--- config.mk ---
export PLATFORM = sky130hd
export DESIGN_NAME = agc_frame_level_flat
export DESIGN_NICKNAME = d
export VERILOG_FILES = /design/src/rtl/agc_frame_level_if.sv /design/src/rtl/agc_frame_level.sv /design/src/flat_wrapper.sv
export SDC_FILE = /design/constraint.sdc
export NUM_CORES = 1
export LEC_CHECK = 0
export BUFFER_PORTS_ARGS = -buffer_cell sky130_fd_sc_hd__buf_2
export CORE_ASPECT_RATIO = 1.4
export CORE_UTILIZATION = 59
export CTS_BUF_LIST = sky130_fd_sc_hd__clkbuf_4
export DETAILED_ROUTE_END_ITERATION = 8
export GPL_TIMING_DRIVEN = 0
export HOLD_SLACK_MARGIN = 0.02
export PLACE_DENSITY = 0.82
export SLEW_MARGIN = 20
export SYNTH_ARGS = -nofsm -noshare
export SYNTH_HDL_FRONTEND = slang
export SYNTH_SLANG_ARGS = --single-unit
--- constraint.sdc ---
create_clock -name clk -period 4.85 [get_ports clk]
set_input_delay 0.485 -clock clk [delete_from_list [all_inputs] [get_ports clk]]
set_output_delay 0.485 -clock clk [all_outputs]
set_load 0.05 [all_outputs]
--- src/rtl/agc_frame_level_if.sv ---
// Bundles the capture-buffer read port and the AGC result outputs of agc_frame_level.
interface agc_frame_level_if;
  logic        buf_ready;
  logic [5:0]  rd_addr;
  logic [15:0] rd_data;
  logic        complete;
  logic [15:0] peak;
  logic [7:0]  gain;
  logic        gain_valid;

  // Frame-level AGC side: drives the read address and the results.
  modport master (
    input  buf_ready,
    input  rd_data,
    output rd_addr,
    output complete,
    output peak,
    output gain,
    output gain_valid
  );

  // Capture buffer / result consumer side.
  modport slave (
    output buf_ready,
    output rd_data,
    input  rd_addr,
    input  complete,
    input  peak,
    input  gain,
    input  gain_valid
  );
endinterface

--- src/rtl/agc_frame_level.sv ---
// Reads a captured frame out of the ADC buffer, tracks the peak |sample| and
// steps the AGC gain once per frame, then pulses complete so capture re-arms.
//
// state    | meaning
// IDLE     | waiting for buf_ready, rd_addr parked at 0
// READ     | presenting addresses 0..FRAME_LEN-1, one per cycle
// DRAIN    | RD_LAT cycles for the last reads to return
// UPDATE   | latch peak, step gain
// DONE     | complete / gain_valid pulse, new results visible
// WAIT_LOW | hold off until buf_ready is seen low (no stale retrigger)
module agc_frame_level #(
  parameter int unsigned    FRAME_LEN = 52,
  parameter int unsigned    RD_LAT    = 1,
  parameter logic [15:0]    TARGET_HI = 16'd24000,
  parameter logic [15:0]    TARGET_LO = 16'd12000,
  parameter logic [7:0]     GAIN_MIN  = 8'd0,
  parameter logic [7:0]     GAIN_MAX  = 8'd255,
  parameter logic [7:0]     GAIN_INIT = 8'd128,
  parameter logic [7:0]     GAIN_STEP = 8'd4
) (
  input  logic               clk,
  input  logic               rst,
  agc_frame_level_if.master  bus
);

  typedef enum logic [2:0] {
    IDLE, READ, DRAIN, UPDATE, DONE, WAIT_LOW
  } state_t;

  localparam logic [5:0] LAST_ADDR = 6'(FRAME_LEN - 1);
  localparam logic [1:0] DRAIN_END = 2'(RD_LAT - 1);

  state_t            state;
  logic [RD_LAT-1:0] vld;
  logic [15:0]       acc;
  logic [1:0]        drain_cnt;
  logic [15:0]       abs_sample;
  logic [8:0]        gain_up;
  logic [7:0]        gain_up_sat;
  logic [7:0]        gain_dn_sat;

  // Saturating magnitude: -32768 has no positive twin, so it maps to 32767.
  always_comb begin
    abs_sample = bus.rd_data;
    if (bus.rd_data == 16'h8000)
      abs_sample = 16'h7fff;
    else if (bus.rd_data[15])
      abs_sample = ~bus.rd_data + 16'd1;
  end

  // Gain steps evaluated in 9 bits so neither direction can wrap.
  always_comb begin
    gain_up     = {1'b0, bus.gain} + {1'b0, GAIN_STEP};
    gain_up_sat = (gain_up > {1'b0, GAIN_MAX}) ? GAIN_MAX : gain_up[7:0];
    gain_dn_sat = bus.gain - GAIN_STEP;
    if ({1'b0, bus.gain} < ({1'b0, GAIN_MIN} + {1'b0, GAIN_STEP}))
      gain_dn_sat = GAIN_MIN;
  end

  // Sequencer, read-validity delay line, peak accumulator and registered outputs.
  always_ff @(posedge clk) begin
    if (rst) begin
      state          <= IDLE;
      bus.rd_addr    <= 6'd0;
      bus.complete   <= 1'b0;
      bus.gain_valid <= 1'b0;
      bus.peak       <= 16'd0;
      bus.gain       <= GAIN_INIT;
      acc            <= 16'd0;
      vld            <= '0;
      drain_cnt      <= 2'd0;
    end else begin
      bus.complete   <= 1'b0;
      bus.gain_valid <= 1'b0;
      // vld[k] marks that the address presented k+1 cycles ago was a real read.
      vld <= RD_LAT'({vld, (state == READ)});
      if (vld[RD_LAT-1] && (abs_sample > acc))
        acc <= abs_sample;

      case (state)
        IDLE: begin
          bus.rd_addr <= 6'd0;
          if (bus.buf_ready) begin
            acc   <= 16'd0;
            state <= READ;
          end
        end
        READ: begin
          if (bus.rd_addr == LAST_ADDR) begin
            drain_cnt <= 2'd0;
            state     <= DRAIN;
          end else begin
            bus.rd_addr <= bus.rd_addr + 6'd1;
          end
        end
        DRAIN: begin
          if (drain_cnt == DRAIN_END)
            state <= UPDATE;
          else
            drain_cnt <= drain_cnt + 2'd1;
        end
        UPDATE: begin
          bus.peak <= acc;
          if (acc > TARGET_HI)
            bus.gain <= gain_dn_sat;
          else if (acc < TARGET_LO)
            bus.gain <= gain_up_sat;
          bus.complete   <= 1'b1;
          bus.gain_valid <= 1'b1;
          bus.rd_addr    <= 6'd0;
          state          <= DONE;
        end
        DONE: begin
          state <= WAIT_LOW;
        end
        WAIT_LOW: begin
          if (!bus.buf_ready)
            state <= IDLE;
        end
        default: state <= IDLE;
      endcase
    end
  end

endmodule

--- src/flat_wrapper.sv ---
// flat-port wrapper written by rule: the top's interface ports become plain ports
module agc_frame_level_flat 
#(
  parameter int unsigned    FRAME_LEN = 52,
  parameter int unsigned    RD_LAT    = 1,
  parameter logic [15:0]    TARGET_HI = 16'd24000,
  parameter logic [15:0]    TARGET_LO = 16'd12000,
  parameter logic [7:0]     GAIN_MIN  = 8'd0,
  parameter logic [7:0]     GAIN_MAX  = 8'd255,
  parameter logic [7:0]     GAIN_INIT = 8'd128,
  parameter logic [7:0]     GAIN_STEP = 8'd4
)
  (clk, rst, bus_buf_ready, bus_rd_data, bus_rd_addr, bus_complete, bus_peak, bus_gain, bus_gain_valid);
  agc_frame_level_if bus_i ();
  input  logic clk;
  input  logic rst;
  input wire logic [$bits(bus_i.buf_ready)-1:0] bus_buf_ready;
  input wire logic [$bits(bus_i.rd_data)-1:0] bus_rd_data;
  output wire logic [$bits(bus_i.rd_addr)-1:0] bus_rd_addr;
  output wire logic [$bits(bus_i.complete)-1:0] bus_complete;
  output wire logic [$bits(bus_i.peak)-1:0] bus_peak;
  output wire logic [$bits(bus_i.gain)-1:0] bus_gain;
  output wire logic [$bits(bus_i.gain_valid)-1:0] bus_gain_valid;
  assign bus_i.buf_ready = bus_buf_ready;
  assign bus_i.rd_data = bus_rd_data;
  assign bus_rd_addr = bus_i.rd_addr;
  assign bus_complete = bus_i.complete;
  assign bus_peak = bus_i.peak;
  assign bus_gain = bus_i.gain;
  assign bus_gain_valid = bus_i.gain_valid;
  agc_frame_level #(.FRAME_LEN(FRAME_LEN), .RD_LAT(RD_LAT), .TARGET_HI(TARGET_HI), .TARGET_LO(TARGET_LO), .GAIN_MIN(GAIN_MIN), .GAIN_MAX(GAIN_MAX), .GAIN_INIT(GAIN_INIT), .GAIN_STEP(GAIN_STEP)) u_core (.clk(clk), .rst(rst), .bus(bus_i));
endmodule
# After elaboration in Yosys (flattened, before gate mapping)
# Cells that the tools add are included.
[word_totals]
out_inout_bits = 32
in_bits = 19
regBits = 53
[classes]
n_reduce_logical = 11
mux = 20
n_eq_ne = 13
magnitude_cmp = 5
n_bitwise = 1
n_addsub = 5
[op_table]
columns = ["cell", "count"]
rows = [
  ["16-bit two-way mux", 5],
  ["8-bit two-way mux", 4],
  ["3-bit one-hot mux with 6 select lines", 1],
  ["16-bit by 1-bit adder with 16-bit output, second input constant", 1],
  ["16-bit == test, second input constant", 1],
  ["16-bit by 15-bit greater-than comparator with 1-bit output, second input constant", 1],
  ["16-bit greater-than comparator", 1],
  ["16-bit by 14-bit less-than comparator with 1-bit output, second input constant", 1],
  ["16-bit NOT", 1],
  ["3-bit two-way mux", 4],
  ["6-bit one-hot mux with 2 select lines", 1],
  ["2-bit != test, second input constant", 5],
  ["8-bit by 3-bit adder with 9-bit output, second input constant", 1],
  ["9-bit by 8-bit greater-than comparator with 1-bit output, second input constant", 1],
  ["8-bit by 3-bit less-than comparator with 1-bit output, second input constant", 1],
  ["8-bit by 3-bit subtractor with 8-bit output, second input constant", 1],
  ["6-bit by 1-bit adder with 6-bit output, second input constant", 1],
  ["3-bit by 2-bit == test with 1-bit output, second input constant", 2],
  ["3-bit == test, second input constant", 2],
  ["6-bit == test, second input constant", 1],
  ["6-bit two-way mux", 1],
  ["2-bit nonzero test", 3],
  ["2-bit two-way mux", 2],
  ["2-bit one-hot mux with 2 select lines", 1],
  ["other kinds (11)", 12],
]

# Longest topological paths before layout
[logic_depth]
ltp_word = 9
depth_mapped = 14

# Worst setup path before layout
# OpenSTA, ideal clock, no wires.
[synth_path]
path_type = "input to register"
startpoint = "input port bus_rd_data[1]"
endpoint = "register u_core.acc[15]"
t_arrival_ps = 3618
setup_slack_ps = 1160
path_stages = 14
path_cell_list = "inv_1 -> ha_1 -> or3b_2 -> nor3_2 -> nand2_1 -> o211ai_1 -> ha_1 -> nor2b_1 -> o211ai_1 -> a21boi_0 -> o221ai_1 -> a21oi_1 -> buf_2 -> mux2i_1"
[synth_between]
elab_chain_cells = 9
word_cells_on_any_way = 10
classes_between = "1 x add/sub; 1 x order compare; 1 x eq/ne; 5 x mux; 1 x bitwise; 1 x reduce/logical"
[synth_rtl]
columns = ["item", "line_no", "rtl"]
rows = [
  ["start: declaration", "flat_wrapper.sv:18", "input wire logic [$bits(bus_i.rd_data)-1:0] bus_rd_data;"],
  ["16-bit NOT", "agc_frame_level.sv:48", "abs_sample = ~bus.rd_data + 16'd1;"],
  ["16-bit by 1-bit adder with 16-bit output", "agc_frame_level.sv:48", ""],
  ["16-bit two-way mux", "agc_frame_level.sv:47", "else if (bus.rd_data[15])"],
  ["16-bit two-way mux (*)", "agc_frame_level.sv:45", "if (bus.rd_data == 16'h8000)"],
  ["16-bit greater-than comparator", "agc_frame_level.sv:77", "if (vld[RD_LAT-1] && (abs_sample > acc))"],
  ["1-bit logical AND", "agc_frame_level.sv:77", ""],
  ["16-bit two-way mux (*)", "agc_frame_level.sv:77", ""],
  ["16-bit two-way mux", "agc_frame_level.sv:83", "if (bus.buf_ready) begin"],
  ["16-bit two-way mux (*)", "agc_frame_level.sv:80", "case (state)"],
  ["end signal: assignment", "agc_frame_level.sv:78", "acc <= abs_sample;"],
  ["end: declaration", "agc_frame_level.sv:35", "logic [15:0] acc;"],
]
# Every way passes the cells marked *; elsewhere a longest branch is shown, timed or not.
# A chain may end at the register's enable or synchronous reset.

# Worst setup path in the final report
[layout_path]
startpoint = "input port bus_rd_data[1]"
endpoint = "register u_core.acc[6]"
# The elaborated chain is that of the path after synthesis.

==> qor.yml <==
status:
  outcome: "finished clean"
layout:
  finalInstanceArea_sq_mm: 0.00370
  multi_input_area_sq_mm: 0.00205
  antenna_cells: 0
  register_area_sq_mm: 0.00104
  nFillCells: 468
  final_util: 0.702
  areaGrowthSynthToFinish_pct: 12.5
  drive_gt1_frac: 0.159
  layout.nets: 524
placed_design:
  gp_congestion: 0.887
  post-place-ws_ns: 0.373
  place_area_sq_mm: 0.00362
  dp_hpwl_um: 6060
  placement.io_buffers: 49
timing:
  skew_ns: 0.0141
  period_minus_slack_ns: 4.11
  worst_slack_ns: 0.742
  setup_violations: 0
  finalHoldViolCount: 0
  finalCritPeriodShare: 0.847
  fin_tns_setup_ns: 0
  tightest_slew_ns: 0.846
  rsz0062_at_grt: "false"
  timing.hold.ws_ns: 0.450
  maxSlewViolCount: 0
  relSlewSlack: 0.436
  max_clock_freq_ghz: 0.243
synth:
  async_flop_share: 0
  synth_mux_area_frac: 0.0639
  synth_most_common_cell: "nand2_1"
  synth_fa_ha_area_frac: 0.0867
  netlist-cell-type-count: 62
  avgSynthCellArea_sq_um: 7.71
  synthXorXnorAreaFrac: 0.0213
  ys.flop_type: "dfxtp_1"
  synth-seq-cells: 52
  syn_area_sq_mm: 0.00329
  yosys-top-cells-area: "dfxtp_1 (32%), nand2_1 (9.9%), ha_1 (8.4%), a21oi_1 (6.5%), mux2i_1 (6.4%)"
  ys_top_cells_by_count: "nand2_1 (87), dfxtp_1 (52), a21oi_1 (43)"
  yosys.area_share.simple: 0.263
  post-synth-top-area-cell: "dfxtp_1"
  synth.net_count: 468
  synth_top_area_share: 0.316
  ys_seq_area_frac: 0.316
  synth_top_family_by_area: "simple AND/OR/NAND/NOR gates"
  yosysWarnings: 0
  synth_edf_count: 0
  synth-compound-area-share: 0.188
  syn_inst: 427
global_routing:
  antenna_found_initial: 0
  grt_max_degree: 18
  grt.total_usage: 0.276
  grt_pass1_wl_um: 13000
  overflow: 0
  grt_pass1_vias: 3036
flow_run:
  maxCapViolCount: 0
setup_path:
  critPathLaunchType: "primary input"
  cp.required_ns: 5.16
  worst_setup_path_end_kind: "flop"
  critPathMaxFanout: 10
  arrival_ns: 4.41
  crit_type: "primary input to flop"
pwr:
  p_per_area_mw_per_mm2: 225
  vdd_drop_max_v: 0.000139
  p_leak_nw: 1.41
detailed_routing:
  drt_pass1_iterations: 5
  drc: 0
  vias_per_cell: 5.88
  drtIter0Drc: 221
  vias: 3236
  final_antenna_net_count: 0
  wl_per_cell_um: 14.2
  drt-total-wl_um: 7790
clock_network:
  clk_path_buf_depth: 2
  clock_latency_ns: 0.37
  clkSlewWorstSetupHoldPaths_ns: 0.16
  holdBufCountCts: 0
  cts_root_buffer: "clkbuf_4"
  cts_tree: "yes"
  cts_max_level: 2
  cts_resized: 0
  cts_setup_buffers: 0
  numCtsBuffers: 5
  clkSinkCount: 52
floorplan:
  die_w_um: 65.1
  io_pins: 51
  core.rowCount: 31
  die_y_um: 90.4
  die_area_sq_mm: 0.00588
  core-area_sq_mm: 0.00528
  floorplan.initialDensity: 0.624
min_path:
  min_path_type: "primary input to flop"
[cell type report]
cell class	instances	share of cell area
clock buffers	5	0.0101
multi-input cells	327	0.554
clock inverters	3	0.0125
repair buffers	49	0.0662
flip-flops and latches	52	0.281
well taps	66	0.0223
plain buffers	21	0.0264
inverters	27	0.0274
[state kept, by name (all words and copies together) (netlist names)]
| register | count |
|---|---|
| u_core.acc | 16 |
| u_core.bus.gain | 7 |
| u_core.bus.gain_valid | 1 |
| u_core.bus.peak | 16 |
| u_core.bus.rd_addr | 6 |
| u_core.drain_cnt | 2 |
| u_core.state | 3 |
| u_core.vld | 1 |
[logic make-up (layout without fill, tap and decap cells)]
| kind of cell | after synthesis | count (layout) |
|---|---|---|
| AOI/OAI and AO/OA | 94 | 94 |
| xor gates and xnor gates | 8 | 8 |
| adders and majority gates | 23 | 23 |
| buffers and inverters | 48 | 105 |
| DFF | 52 | 52 |
| muxes | 21 | 21 |
| and+or+nand+nor | 181 | 181 |
[layer usage]
layer / up-vias / track usage / share of wire
li1: 1623 / - / -
met1: 1500 / 0.307 / 0.41
met2: 96 / 0.516 / 0.53
met3: 17 / 0.0328 / 0.042
met4: 0 / 0.103 / 0.025
met5: - / 0 / 0
[where the power goes]
part	switching [mW]	total (mW)	internal, mW
sequential	0.00799	0.442	0.434
combinational	0.0813	0.134	0.0525
clock	0.146	0.258	0.112
total	0.235	0.833	0.598
[final timing paths]
path	startpoint	slack [ns]	to	depth (start not counted)
max	bus_rd_data[1]	0.74	u_core.acc[6]	15
min	bus_rd_data[13]	0.45	u_core.acc[13]	4
max reg2reg	u_core.acc[13]	2.08	u_core.acc[6]	8
min reg2reg	u_core.bus.peak[1]	0.47	u_core.bus.peak[1]	2
[per-stage QoR]
step / instances / power (mW)
after floorplan: 427 / 0.544
after global placement: 542 / 0.578
after detailed placement: 542 / 0.583
after CTS: 550 / 0.834
after global routing: 550 / 0.872
final: 550 / 0.833
[worst max-delay path: stages]
cell and delay (ns):
buf_2 0.12, inv_1 0.09, ha_1 0.24, or3b_2 0.54, nor3_2 0.39, nand2_1 0.27, o211ai_1 0.23, ha_1 0.18
nor2b_1 0.12, o211ai_1 0.09, a21boi_0 0.20, o221ai_1 0.14, a21oi_1 0.67, buf_2 0.42, mux2i_1 0.24
[placed cells by master, fill, tap and decap left out, types with 3 or more instances in the layout]
cell	n
a31oi_1	8
xor2_1	3
nor4_1	8
nor2_1	31
nand4_1	5
o21a_1	3
a21oi_1	43
nand2_1	87
inv_1	27
nand3_1	10
nor3_1	13
clkbuf_4	5
buf_2	52
or3_1	3
o21ai_0	5
mux2i_1	21
clkbuf_1	13
a211oi_1	5
dfxtp_1	52
nand2b_1	3
xnor2_1	5
ha_1	22
a21o_1	4
o211ai_1	3
(Power assumes the default switching activity.)
